`src/rtl/nn_cfg_pkg.sv`:
```
// Shared types and constants for the neuron configuration frame loader.
// Latency: n/a (package only).
// Backpressure: n/a. Optional macro CFG_CHECKSUM_EN adds the CHK state and trailer word.
package nn_cfg_pkg;

    localparam int WORD_W     = 32;
    localparam int CNT_W      = 16;

    // Header word field positions: {layer, neuron, count}
    localparam int LAYER_MSB  = 31;
    localparam int LAYER_LSB  = 24;
    localparam int NEURON_MSB = 23;
    localparam int NEURON_LSB = 16;
    localparam int COUNT_MSB  = 15;
    localparam int COUNT_LSB  = 0;

    // Fixed (non-weight) words per frame
    localparam int HDR_WORDS  = 1;
    localparam int BIAS_WORDS = 1;
`ifdef CFG_CHECKSUM_EN
    localparam int CHK_WORDS  = 1;
`else
    localparam int CHK_WORDS  = 0;
`endif

    typedef enum logic [2:0] {
        IDLE,
        WGT,
        BIAS,
`ifdef CFG_CHECKSUM_EN
        CHK,
`endif
        FIN
    } state_e;

    // A header is usable only if it targets an existing layer/neuron and
    // carries a non-empty, in-range weight count.
    function automatic logic hdr_ok(input logic [WORD_W-1:0] w,
                                    input int unsigned num_layers,
                                    input int unsigned max_neurons,
                                    input int unsigned max_weights);
        logic [31:0] layer;
        logic [31:0] neuron;
        logic [31:0] count;
        layer  = {24'd0, w[LAYER_MSB:LAYER_LSB]};
        neuron = {24'd0, w[NEURON_MSB:NEURON_LSB]};
        count  = {16'd0, w[COUNT_MSB:COUNT_LSB]};
        return (count != 32'd0) && (count <= max_weights) &&
               (layer < num_layers) && (neuron < max_neurons);
    endfunction

endpackage

```
`src/rtl/neuron_cfg_loader_if.sv`:
```
// Host word stream into the configuration loader (valid/ready).
// Latency: n/a (wires only).
// Backpressure: word transfers when s_valid & s_ready; master holds s_data while s_valid is high.
interface neuron_cfg_loader_if;
    import nn_cfg_pkg::*;

    logic [WORD_W-1:0] s_data;
    logic              s_valid;
    logic              s_ready;

    modport master (output s_data, output s_valid, input s_ready);
    modport slave  (input s_data, input s_valid, output s_ready);
endinterface

```
`src/rtl/neuron_cfg_loader.sv`:
```
// Parses host frames {header, count weights, bias[, checksum]} into per-word strobes
// and target layer/neuron select. Latency: every output updates one cycle after acceptance.
// Backpressure: s_ready drops for the single FIN cycle only. Optional macro: CFG_CHECKSUM_EN.
// Ports: clk/rst (sync, active-high); s_if slave stream; weight/bias strobes+values;
//        config_layer_num/config_neuron_num; busy, done and err status.
module neuron_cfg_loader
    import nn_cfg_pkg::*;
#(
    parameter int NUM_LAYERS  = 4,
    parameter int MAX_NEURONS = 64,
    parameter int MAX_WEIGHTS = 784
) (
    input  logic               clk,
    input  logic               rst,
    neuron_cfg_loader_if.slave s_if,
    output logic               weightValid,
    output logic               biasValid,
    output logic [WORD_W-1:0]  weightValue,
    output logic [WORD_W-1:0]  biasValue,
    output logic [31:0]        config_layer_num,
    output logic [31:0]        config_neuron_num,
    output logic               busy,
    output logic               done,
    output logic               err
);

    state_e            state_q, state_d;
    logic              ready_q, ready_d;
    logic [CNT_W-1:0]  cnt_q, cnt_d;
    logic [7:0]        layer_q, layer_d;
    logic [7:0]        neuron_q, neuron_d;
    logic              wvld_q, wvld_d;
    logic              bvld_q, bvld_d;
    logic [WORD_W-1:0] wval_q, wval_d;
    logic [WORD_W-1:0] bval_q, bval_d;
    logic              err_q, err_d;
`ifdef CFG_CHECKSUM_EN
    logic [WORD_W-1:0] csum_q, csum_d;
`endif

    logic accept;
    assign accept = s_if.s_valid & ready_q;

    always_comb begin
        state_d  = state_q;
        cnt_d    = cnt_q;
        layer_d  = layer_q;
        neuron_d = neuron_q;
        wval_d   = wval_q;
        bval_d   = bval_q;
        wvld_d   = 1'b0;
        bvld_d   = 1'b0;
        err_d    = 1'b0;
`ifdef CFG_CHECKSUM_EN
        csum_d   = csum_q;
`endif
        case (state_q)
            IDLE: begin
                if (accept) begin
                    if (hdr_ok(s_if.s_data, NUM_LAYERS, MAX_NEURONS, MAX_WEIGHTS)) begin
                        state_d  = WGT;
                        layer_d  = s_if.s_data[LAYER_MSB:LAYER_LSB];
                        neuron_d = s_if.s_data[NEURON_MSB:NEURON_LSB];
                        cnt_d    = s_if.s_data[COUNT_MSB:COUNT_LSB];
`ifdef CFG_CHECKSUM_EN
                        csum_d   = '0;
`endif
                    end else begin
                        // Bad header: flag it and keep every output as it was.
                        err_d = 1'b1;
                    end
                end
            end
            WGT: begin
                if (accept) begin
                    wvld_d = 1'b1;
                    wval_d = s_if.s_data;
                    cnt_d  = cnt_q - 1'b1;
`ifdef CFG_CHECKSUM_EN
                    csum_d = csum_q ^ s_if.s_data;
`endif
                    if (cnt_q == 16'd1) begin
                        state_d = BIAS;
                    end
                end
            end
            BIAS: begin
                if (accept) begin
                    bvld_d = 1'b1;
                    bval_d = s_if.s_data;
`ifdef CFG_CHECKSUM_EN
                    csum_d  = csum_q ^ s_if.s_data;
                    state_d = CHK;
`else
                    state_d = FIN;
`endif
                end
            end
`ifdef CFG_CHECKSUM_EN
            CHK: begin
                if (accept) begin
                    if (s_if.s_data == csum_q) begin
                        state_d = FIN;
                    end else begin
                        err_d   = 1'b1;
                        state_d = IDLE;
                    end
                end
            end
`endif
            FIN: begin
                state_d = IDLE;
            end
            default: begin
                state_d = IDLE;
            end
        endcase
        // Registered so s_ready is a clean flop output; low only while in FIN.
        ready_d = (state_d != FIN);
    end

    always_ff @(posedge clk) begin
        if (rst) begin
            state_q  <= IDLE;
            ready_q  <= 1'b0;
            cnt_q    <= '0;
            layer_q  <= '0;
            neuron_q <= '0;
            wvld_q   <= 1'b0;
            bvld_q   <= 1'b0;
            wval_q   <= '0;
            bval_q   <= '0;
            err_q    <= 1'b0;
`ifdef CFG_CHECKSUM_EN
            csum_q   <= '0;
`endif
        end else begin
            state_q  <= state_d;
            ready_q  <= ready_d;
            cnt_q    <= cnt_d;
            layer_q  <= layer_d;
            neuron_q <= neuron_d;
            wvld_q   <= wvld_d;
            bvld_q   <= bvld_d;
            wval_q   <= wval_d;
            bval_q   <= bval_d;
            err_q    <= err_d;
`ifdef CFG_CHECKSUM_EN
            csum_q   <= csum_d;
`endif
        end
    end

    assign s_if.s_ready      = ready_q;
    assign weightValid       = wvld_q;
    assign biasValid         = bvld_q;
    assign weightValue       = wval_q;
    assign biasValue         = bval_q;
    assign config_layer_num  = {24'd0, layer_q};
    assign config_neuron_num = {24'd0, neuron_q};
    assign busy              = (state_q != IDLE);
    assign done              = (state_q == FIN);
    assign err               = err_q;

endmodule

```
`src/flat_wrapper.sv`:
```
// flat-port wrapper written by rule: the top's interface ports become plain ports
module neuron_cfg_loader_flat import nn_cfg_pkg::*;
#(
    parameter int NUM_LAYERS  = 4,
    parameter int MAX_NEURONS = 64,
    parameter int MAX_WEIGHTS = 784
)
  (clk, rst, weightValid, biasValid, weightValue, biasValue, config_layer_num, config_neuron_num, busy, done, err, s_if_s_data, s_if_s_valid, s_if_s_ready);
  neuron_cfg_loader_if s_if_i ();
  input  logic clk;
  input  logic rst;
  output logic weightValid;
  output logic biasValid;
  output logic [WORD_W-1:0] weightValue;
  output logic [WORD_W-1:0] biasValue;
  output logic [31:0] config_layer_num;
  output logic [31:0] config_neuron_num;
  output logic busy;
  output logic done;
  output logic err;
  input wire logic [$bits(s_if_i.s_data)-1:0] s_if_s_data;
  input wire logic [$bits(s_if_i.s_valid)-1:0] s_if_s_valid;
  output wire logic [$bits(s_if_i.s_ready)-1:0] s_if_s_ready;
  assign s_if_i.s_data = s_if_s_data;
  assign s_if_i.s_valid = s_if_s_valid;
  assign s_if_s_ready = s_if_i.s_ready;
  neuron_cfg_loader #(.NUM_LAYERS(NUM_LAYERS), .MAX_NEURONS(MAX_NEURONS), .MAX_WEIGHTS(MAX_WEIGHTS)) u_core (.clk(clk), .rst(rst), .s_if(s_if_i), .weightValid(weightValid), .biasValid(biasValid), .weightValue(weightValue), .biasValue(biasValue), .config_layer_num(config_layer_num), .config_neuron_num(config_neuron_num), .busy(busy), .done(done), .err(err));
endmodule
```
`config.mk`:
```
export PLATFORM = sky130hd
export DESIGN_NAME = neuron_cfg_loader_flat
export DESIGN_NICKNAME = d
export VERILOG_FILES = /design/src/rtl/nn_cfg_pkg.sv /design/src/rtl/neuron_cfg_loader_if.sv /design/src/rtl/neuron_cfg_loader.sv /design/src/flat_wrapper.sv
export SDC_FILE = /design/constraint.sdc
export NUM_CORES = 1
export LEC_CHECK = 0
export BUFFER_PORTS_ARGS = -buffer_cell sky130_fd_sc_hd__buf_2
export CAP_MARGIN = 20
export CORE_MARGIN = 2
export CORE_UTILIZATION = 49
export DETAILED_ROUTE_END_ITERATION = 16
export PLACE_DENSITY = 0.88
export SLEW_MARGIN = 20
export SYNTH_ARGS = -nofsm -noshare
export SYNTH_HDL_FRONTEND = slang
export SYNTH_SLANG_ARGS = --single-unit
export TNS_END_PERCENT = 10
```
`constraint.sdc`:
```
create_clock -name clk -period 2.2 [get_ports clk]
set_input_delay 0.33 -clock clk [delete_from_list [all_inputs] [get_ports clk]]
set_output_delay 0.33 -clock clk [all_outputs]
set_load 0.05 [all_outputs]
```
==> flow_summary.json, run 1 <==
{
  "drive_gt1_share_pct": 25.6,
  "hold_end": "u_core.weightValue[29]",
  "power_density_nw_per_um2": 644,
  "drtIter0Drc": 253,
  "finalNetCount": 697,
  "r2r_start": "u_core.cnt_q[7]",
  "grt_pass1_vias": 3872,
  "drtAntennaViolNets": 0,
  "track_usage_pct": 23.5,
  "reg2reg_slack_ns": 0.13,
  "io_buffers": 120,
  "fin_tns_setup_ns": 0,
  "period_needed_ns": 2.07,
  "fmax_mhz": 483,
  "yosys_warnings": 0,
  "dp_worst_setup_slack_ns": -0.312,
  "worstPathArrival_ns": 2.37,
  "grt_pass1_wl_um": 18500,
  "numCtsBuffers": 9,
  "worstHoldPathCells": 3,
  "drt_pass1_iterations": 5,
  "outcome": "finished, final reports clean",
  "grt_max_degree": 42,
  "synth_edf_count": 0,
  "cts_tree": "done",
  "cts.sinks": 103,
  "skew_ns": 0.0102,
  "num_rows": 34,
  "cts_setup_buffers": 0,
  "start_util_pct": 50.5,
  "dp_hpwl_um": 8270,
  "area_growth_pct": 17.5,
  "clk_pin_slew_ns": 0.10,
  "drv_slew": 0,
  "place.gp.congestion": 0.969,
  "seq_area_frac_synth_pct": 47.1,
  "grt_setup_unrepaired": "false",
  "io_pins": 169,
  "ys_ff_latch": 103,
  "overflow": 0,
  "stdcell_count": 773,
  "cp_max_fo": 7,
  "maxCapViolCount": 0,
  "report.final.setup_viol": 0,
  "hp-class": "input port to flop",
  "syn_area_per_cell_um2": 8.01,
  "core_area_um2": 8680,
  "dp_cells": 757,
  "hp-start": "s_if_s_data[29]",
  "drcViolationCount": 0,
  "viasPerCell": 5.25,
  "wl_um": 11400,
  "fp.dieH_um": 98.6,
  "yosys.cell_types.count": 42,
  "cp.required_ns": 2.50,
  "slew_headroom_pct": 62.2,
  "criticalPathCategory": "flop to flop",
  "holdBufCountCts": 0,
  "total_leakage_power_nw": 2.21,
  "root_buffer": "clkbuf_8",
  "r2r_cells": 4,
  "fin_util_pct": 59.3,
  "rr_endpoint": "u_core.cnt_q[15]",
  "cts_buffer_depth": 2,
  "antenna_found_initial": 0,
  "fin_crit_sh_pct": 94.1,
  "worst_pin_slew_ns": 0.567,
  "diodes": 0,
  "synthCells": 547,
  "die_w_um": 98.6,
  "ir_worst_vdd_mv": 0.435,
  "crit_path_start_kind": "flop",
  "wl_per_cell_um": 14.8,
  "timing.final.hold_violations": 0,
  "layout_setup_ws_ns": 0.129,
  "layout_commonest_cell": "nand2_1",
  "synth_area_um2": 4380,
  "clock_latency_ns": 0.37,
  "end_kind": "flop",
  "dieArea_um2": 9710,
  "synthFlopType": "dfxtp_1",
  "htree_levels": 3,
  "synthArstFlopShare_pct": 0,
  "vias": 4061,
  "final_cell_mix": "nand2_1, buf_2, dfxtp_1, a21oi_1, conb_1",
  "startpoint": "u_core.cnt_q[7]"
}
[worst max-delay path, cell delays in order, from the launching register on]
cell and delay (ns):
dfxtp_1 0.37, or4_1 0.69, or2_4 0.32, or4_1 0.47, a21oi_1 0.16
[how the worst max path moves through the flow]
stage / endpoint / slack (ns)
floorplan: u_core.layer_q[2] / 0.05
global placement: u_core.cnt_q[8] / -0.25
detailed placement: u_core.cnt_q[8] / -0.31
CTS: u_core.cnt_q[2] / 0.08
global route: u_core.cnt_q[2] / 0.02
finish: u_core.cnt_q[15] / 0.13
[per-stage QoR]
stage                     power, mW  hold slack (ns)  cell area, µm²
after floorplan                2.21            0.444            4560
after global placement         2.22            0.438            4950
after detailed placement       2.22            0.442            4950
after CTS                      3.33            0.193            5140
after global routing           3.45            0.190            5140
final                          3.31            0.207            5140
[where the power goes]
group	switching (mW)	internal [mW]	total, mW
Clock	0.667	0.458	1.13
Sequential	0.00329	1.87	1.87
Combinational	0.274	0.0433	0.318
[registers in the layout, indices dropped and copies added, names as in the netlist]
register / cells
u_core.biasValid: 1
u_core.weightValid: 1
u_core.s_if.s_ready: 1
u_core.biasValue: 32
u_core.layer_q: 8
u_core.state_q: 3
u_core.err: 1
u_core.cnt_q: 16
u_core.weightValue: 32
u_core.neuron_q: 8
[cells by family after synthesis]
| logic type | share of synthesized area [%] |
|---|---|
| fa+ha+maj | 0.571 |
| simple gates | 22.7 |
| buf+inv | 12.0 |
| compound gates | 15.8 |
| other cells | 0.0856 |
| mux | 1.83 |
| flops | 47.1 |
[layer usage]
| layer | track usage [%] | wire length (µm) |
|---|---|---|
| met5 | 0 | 0 |
| met4 | 8.22 | 213 |
| met3 | 8.72 | 1020 |
| met2 | 38.5 | 5500 |
| met1 | 28.4 | 4690 |
[Yosys cell counts (2+ instances only)]
| library cell | instances | area share (%) |
|---|---|---|
| nand2_1 | 140 | 12 |
| dfxtp_1 | 103 | 47 |
| a21oi_1 | 83 | 9.5 |
| buf_4 | 49 | 8.4 |
| clkbuf_1 | 33 | 2.8 |
| nor2_1 | 20 | 1.7 |
| o21ai_0 | 14 | 1.6 |
| and2_1 | 9 | 1.3 |
| nand3_1 | 9 | 1.0 |
| mux2i_1 | 8 | 1.8 |
| nor3_1 | 8 | 0.91 |
| nor4_1 | 8 | 1.1 |
| o31ai_1 | 7 | 1.2 |
| inv_1 | 5 | 0.43 |
| o22ai_1 | 5 | 0.71 |
| nor3b_1 | 4 | 0.69 |
| or3_1 | 4 | 0.57 |
| and3_1 | 3 | 0.43 |
| o311ai_0 | 3 | 0.60 |
| or4_1 | 3 | 0.51 |
| buf_2 | 2 | 0.23 |
| ha_1 | 2 | 0.57 |
| nand4_1 | 2 | 0.29 |
| o32ai_1 | 2 | 0.40 |
| or2_2 | 2 | 0.29 |
| or3_2 | 2 | 0.34 |
| or4b_2 | 2 | 0.46 |
[timing repair]
action,in CTS,in global routing
hold endpoints to repair,0,0
setup endpoints to repair,0,3
resized for setup,0,1
[final cells by class]
class	count	area, µm²
Multi-Input combinational cell	402	1990
Clock inverter	6	55.1
Timing Repair Buffer	139	743
Fill cell	780	3530
Sequential cell	103	2060
Clock buffer	10	138
Inverter	5	18.8
Tap cell	108	135
(Power assumes the default switching activity.)
==> run 2, diff against run 1 <==
--- a/config.mk
+++ b/config.mk
@@ -8,9 +8,9 @@
 export BUFFER_PORTS_ARGS = -buffer_cell sky130_fd_sc_hd__buf_2
 export CAP_MARGIN = 20
 export CORE_MARGIN = 2
-export CORE_UTILIZATION = 49
+export CORE_UTILIZATION = 53
 export DETAILED_ROUTE_END_ITERATION = 16
-export PLACE_DENSITY = 0.88
+export PLACE_DENSITY = 0.94
 export SLEW_MARGIN = 20
 export SYNTH_ARGS = -nofsm -noshare
 export SYNTH_HDL_FRONTEND = slang
==> constraint.sdc (replaced) <==
create_clock -name clk -period 2.61 [get_ports clk]
set_input_delay 0.3915 -clock clk [delete_from_list [all_inputs] [get_ports clk]]
set_output_delay 0.3915 -clock clk [all_outputs]
set_load 0.05 [all_outputs]
==> flow_summary.json, run 2 (same netlist as run 1, synthesis figures left out) <==
{
  "cts_buffer_depth": 2,
  "reg2reg_slack_ns": 0.40,
  "swShare_pct": 29.6,
  "layout_commonest_cell": "nand2_1",
  "cp_max_fo": 11,
  "clkPwrFrac_pct": 34.7,
  "rr_endpoint": "u_core.cnt_q[12]",
  "drt_pass1_iterations": 4,
  "p_sw_mw": 0.836,
  "seq_power_share_pct": 55.8,
  "p_comb_share_pct": 9.5,
  "antenna_found_initial": 1,
  "crit_path_start_kind": "flop",
  "num_rows": 33,
  "r2r_cells": 6,
  "ir_worst_vdd_mv": 0.303,
  "drive_gt1_share_pct": 24.3,
  "drtAntennaViolNets": 0,
  "grt_pass1_wl_um": 18200,
  "grt_pass1_vias": 3758,
  "total_leakage_power_nw": 2.17,
  "dp_cells": 744,
  "drv_slew": 0,
  "r2r_start": "u_core.state_q[2]",
  "die_w_um": 94.9,
  "worstHoldPathCells": 3,
  "timing.final.hold_violations": 0,
  "start_util_pct": 54.1,
  "place.gp.congestion": 0.891,
  "clk_pin_slew_ns": 0.11,
  "core_area_um2": 8090,
  "fin_util_pct": 62.7,
  "root_buffer": "clkbuf_8",
  "io_pins": 169,
  "end_kind": "flop",
  "wl_um": 11600,
  "whs_ns": 0.269,
  "hp-class": "input port to flop",
  "worst_pin_slew_ns": 0.897,
  "holdBufCountCts": 0,
  "fin_tns_setup_ns": 0,
  "slew_headroom_pct": 40.1,
  "finalNetCount": 687,
  "dieArea_um2": 9010,
  "stdcell_count": 760,
  "viasPerCell": 5.39,
  "cp.required_ns": 2.86,
  "clock_latency_ns": 0.37,
  "htree_levels": 3,
  "multi_input_area_um2": 1990,
  "fmax_mhz": 453,
  "worstPathArrival_ns": 2.46,
  "outcome": "finished, final reports clean",
  "drtIter0Drc": 292,
  "dp_worst_setup_slack_ns": 0.152,
  "grt_setup_unrepaired": "false",
  "area_growth_pct": 15.9,
  "power_density_nw_per_um2": 556,
  "drcViolationCount": 0,
  "ctsResizeCount": 0,
  "vias": 4098,
  "power.internal_mw": 1.99,
  "regArea_um2": 2060,
  "maxCapViolCount": 0,
  "wl_per_cell_um": 15.3,
  "hp-start": "s_if_s_data[20]",
  "layout_setup_ws_ns": 0.400,
  "track_usage_pct": 26.0,
  "cts.sinks": 103,
  "cts_setup_buffers": 0,
  "fp.dieH_um": 94.9,
  "nFillCells": 703,
  "skew_ns": 0.0130,
  "io_buffers": 120,
  "numCtsBuffers": 9,
  "criticalPathCategory": "flop to flop",
  "fin_crit_sh_pct": 84.7,
  "hold_end": "u_core.biasValue[20]",
  "final_cell_mix": "nand2_1, buf_2, dfxtp_1, a21oi_1, conb_1",
  "overflow": 0,
  "period_needed_ns": 2.21,
  "grt_max_degree": 71,
  "report.final.setup_viol": 0,
  "diodes": 0,
  "cts_tree": "done",
  "dp_hpwl_um": 8080
}
run 2: worst max-delay path, stage by stage, from the launching register on:
cell and delay [ns]:
dfxtp_1 0.42, nor4bb_1 0.42, buf_4 0.24, nand2_1 0.28, or2_2 0.43, o31ai_1 0.21, a21oi_1 0.09
run 2: metal layers:
metal  part of all wire (%)  GRT usage, %  up-vias  routed length (µm)
met3                    8.3          5.59       34                 963
met1                     42          32.5     1889                4860
met2                     47          43.3      218                5510
met4                    2.5          11.2        0                 294
met5                      0             0        -                   0
li1                       -             -     1957                   -
run 2: cell type report:
cell class              count  share of cell area [%]
clock buffers               9                    2.44
clock inverters             7                    1.45
flip-flops and latches    103                    40.6
well taps                 105                    2.59
inverters                   5                   0.370
repair buffers            129                    13.4
multi-input cells         402                    39.1
run 2: worst max-delay path by stage:
stage	from	endpoint	depth (start not counted)
after floorplan	u_core.state_q[0]	done	3
after global placement	s_if_s_data[11]	u_core.cnt_q[4]	6
final	u_core.state_q[2]	u_core.cnt_q[12]	6
after detailed placement	s_if_s_data[11]	u_core.cnt_q[8]	6
after global routing	u_core.state_q[2]	u_core.cnt_q[12]	6
after CTS	u_core.state_q[2]	u_core.cnt_q[12]	6
run 2: power by group through the flow:
| stage | Combinational, mW | Clock (mW) | Sequential (mW) |
|---|---|---|---|
| 2_1_floorplan | 0.253 | 0 | 1.61 |
| 3_3_place_gp | 0.262 | 0 | 1.61 |
| 3_5_place_dp | 0.264 | 0 | 1.61 |
| 4_1_cts | 0.264 | 0.998 | 1.58 |
| 5_1_grt | 0.283 | 1.05 | 1.58 |
| 6_report | 0.268 | 0.981 | 1.58 |
run 2: through the flow:
stage          instance area (µm²)  total power, mW
6_report                      5080             2.82
4_1_cts                       5080             2.84
3_5_place_dp                  4880             1.88
2_1_floorplan                 4560             1.87
5_1_grt                       5080             2.91
3_3_place_gp                  4880             1.87
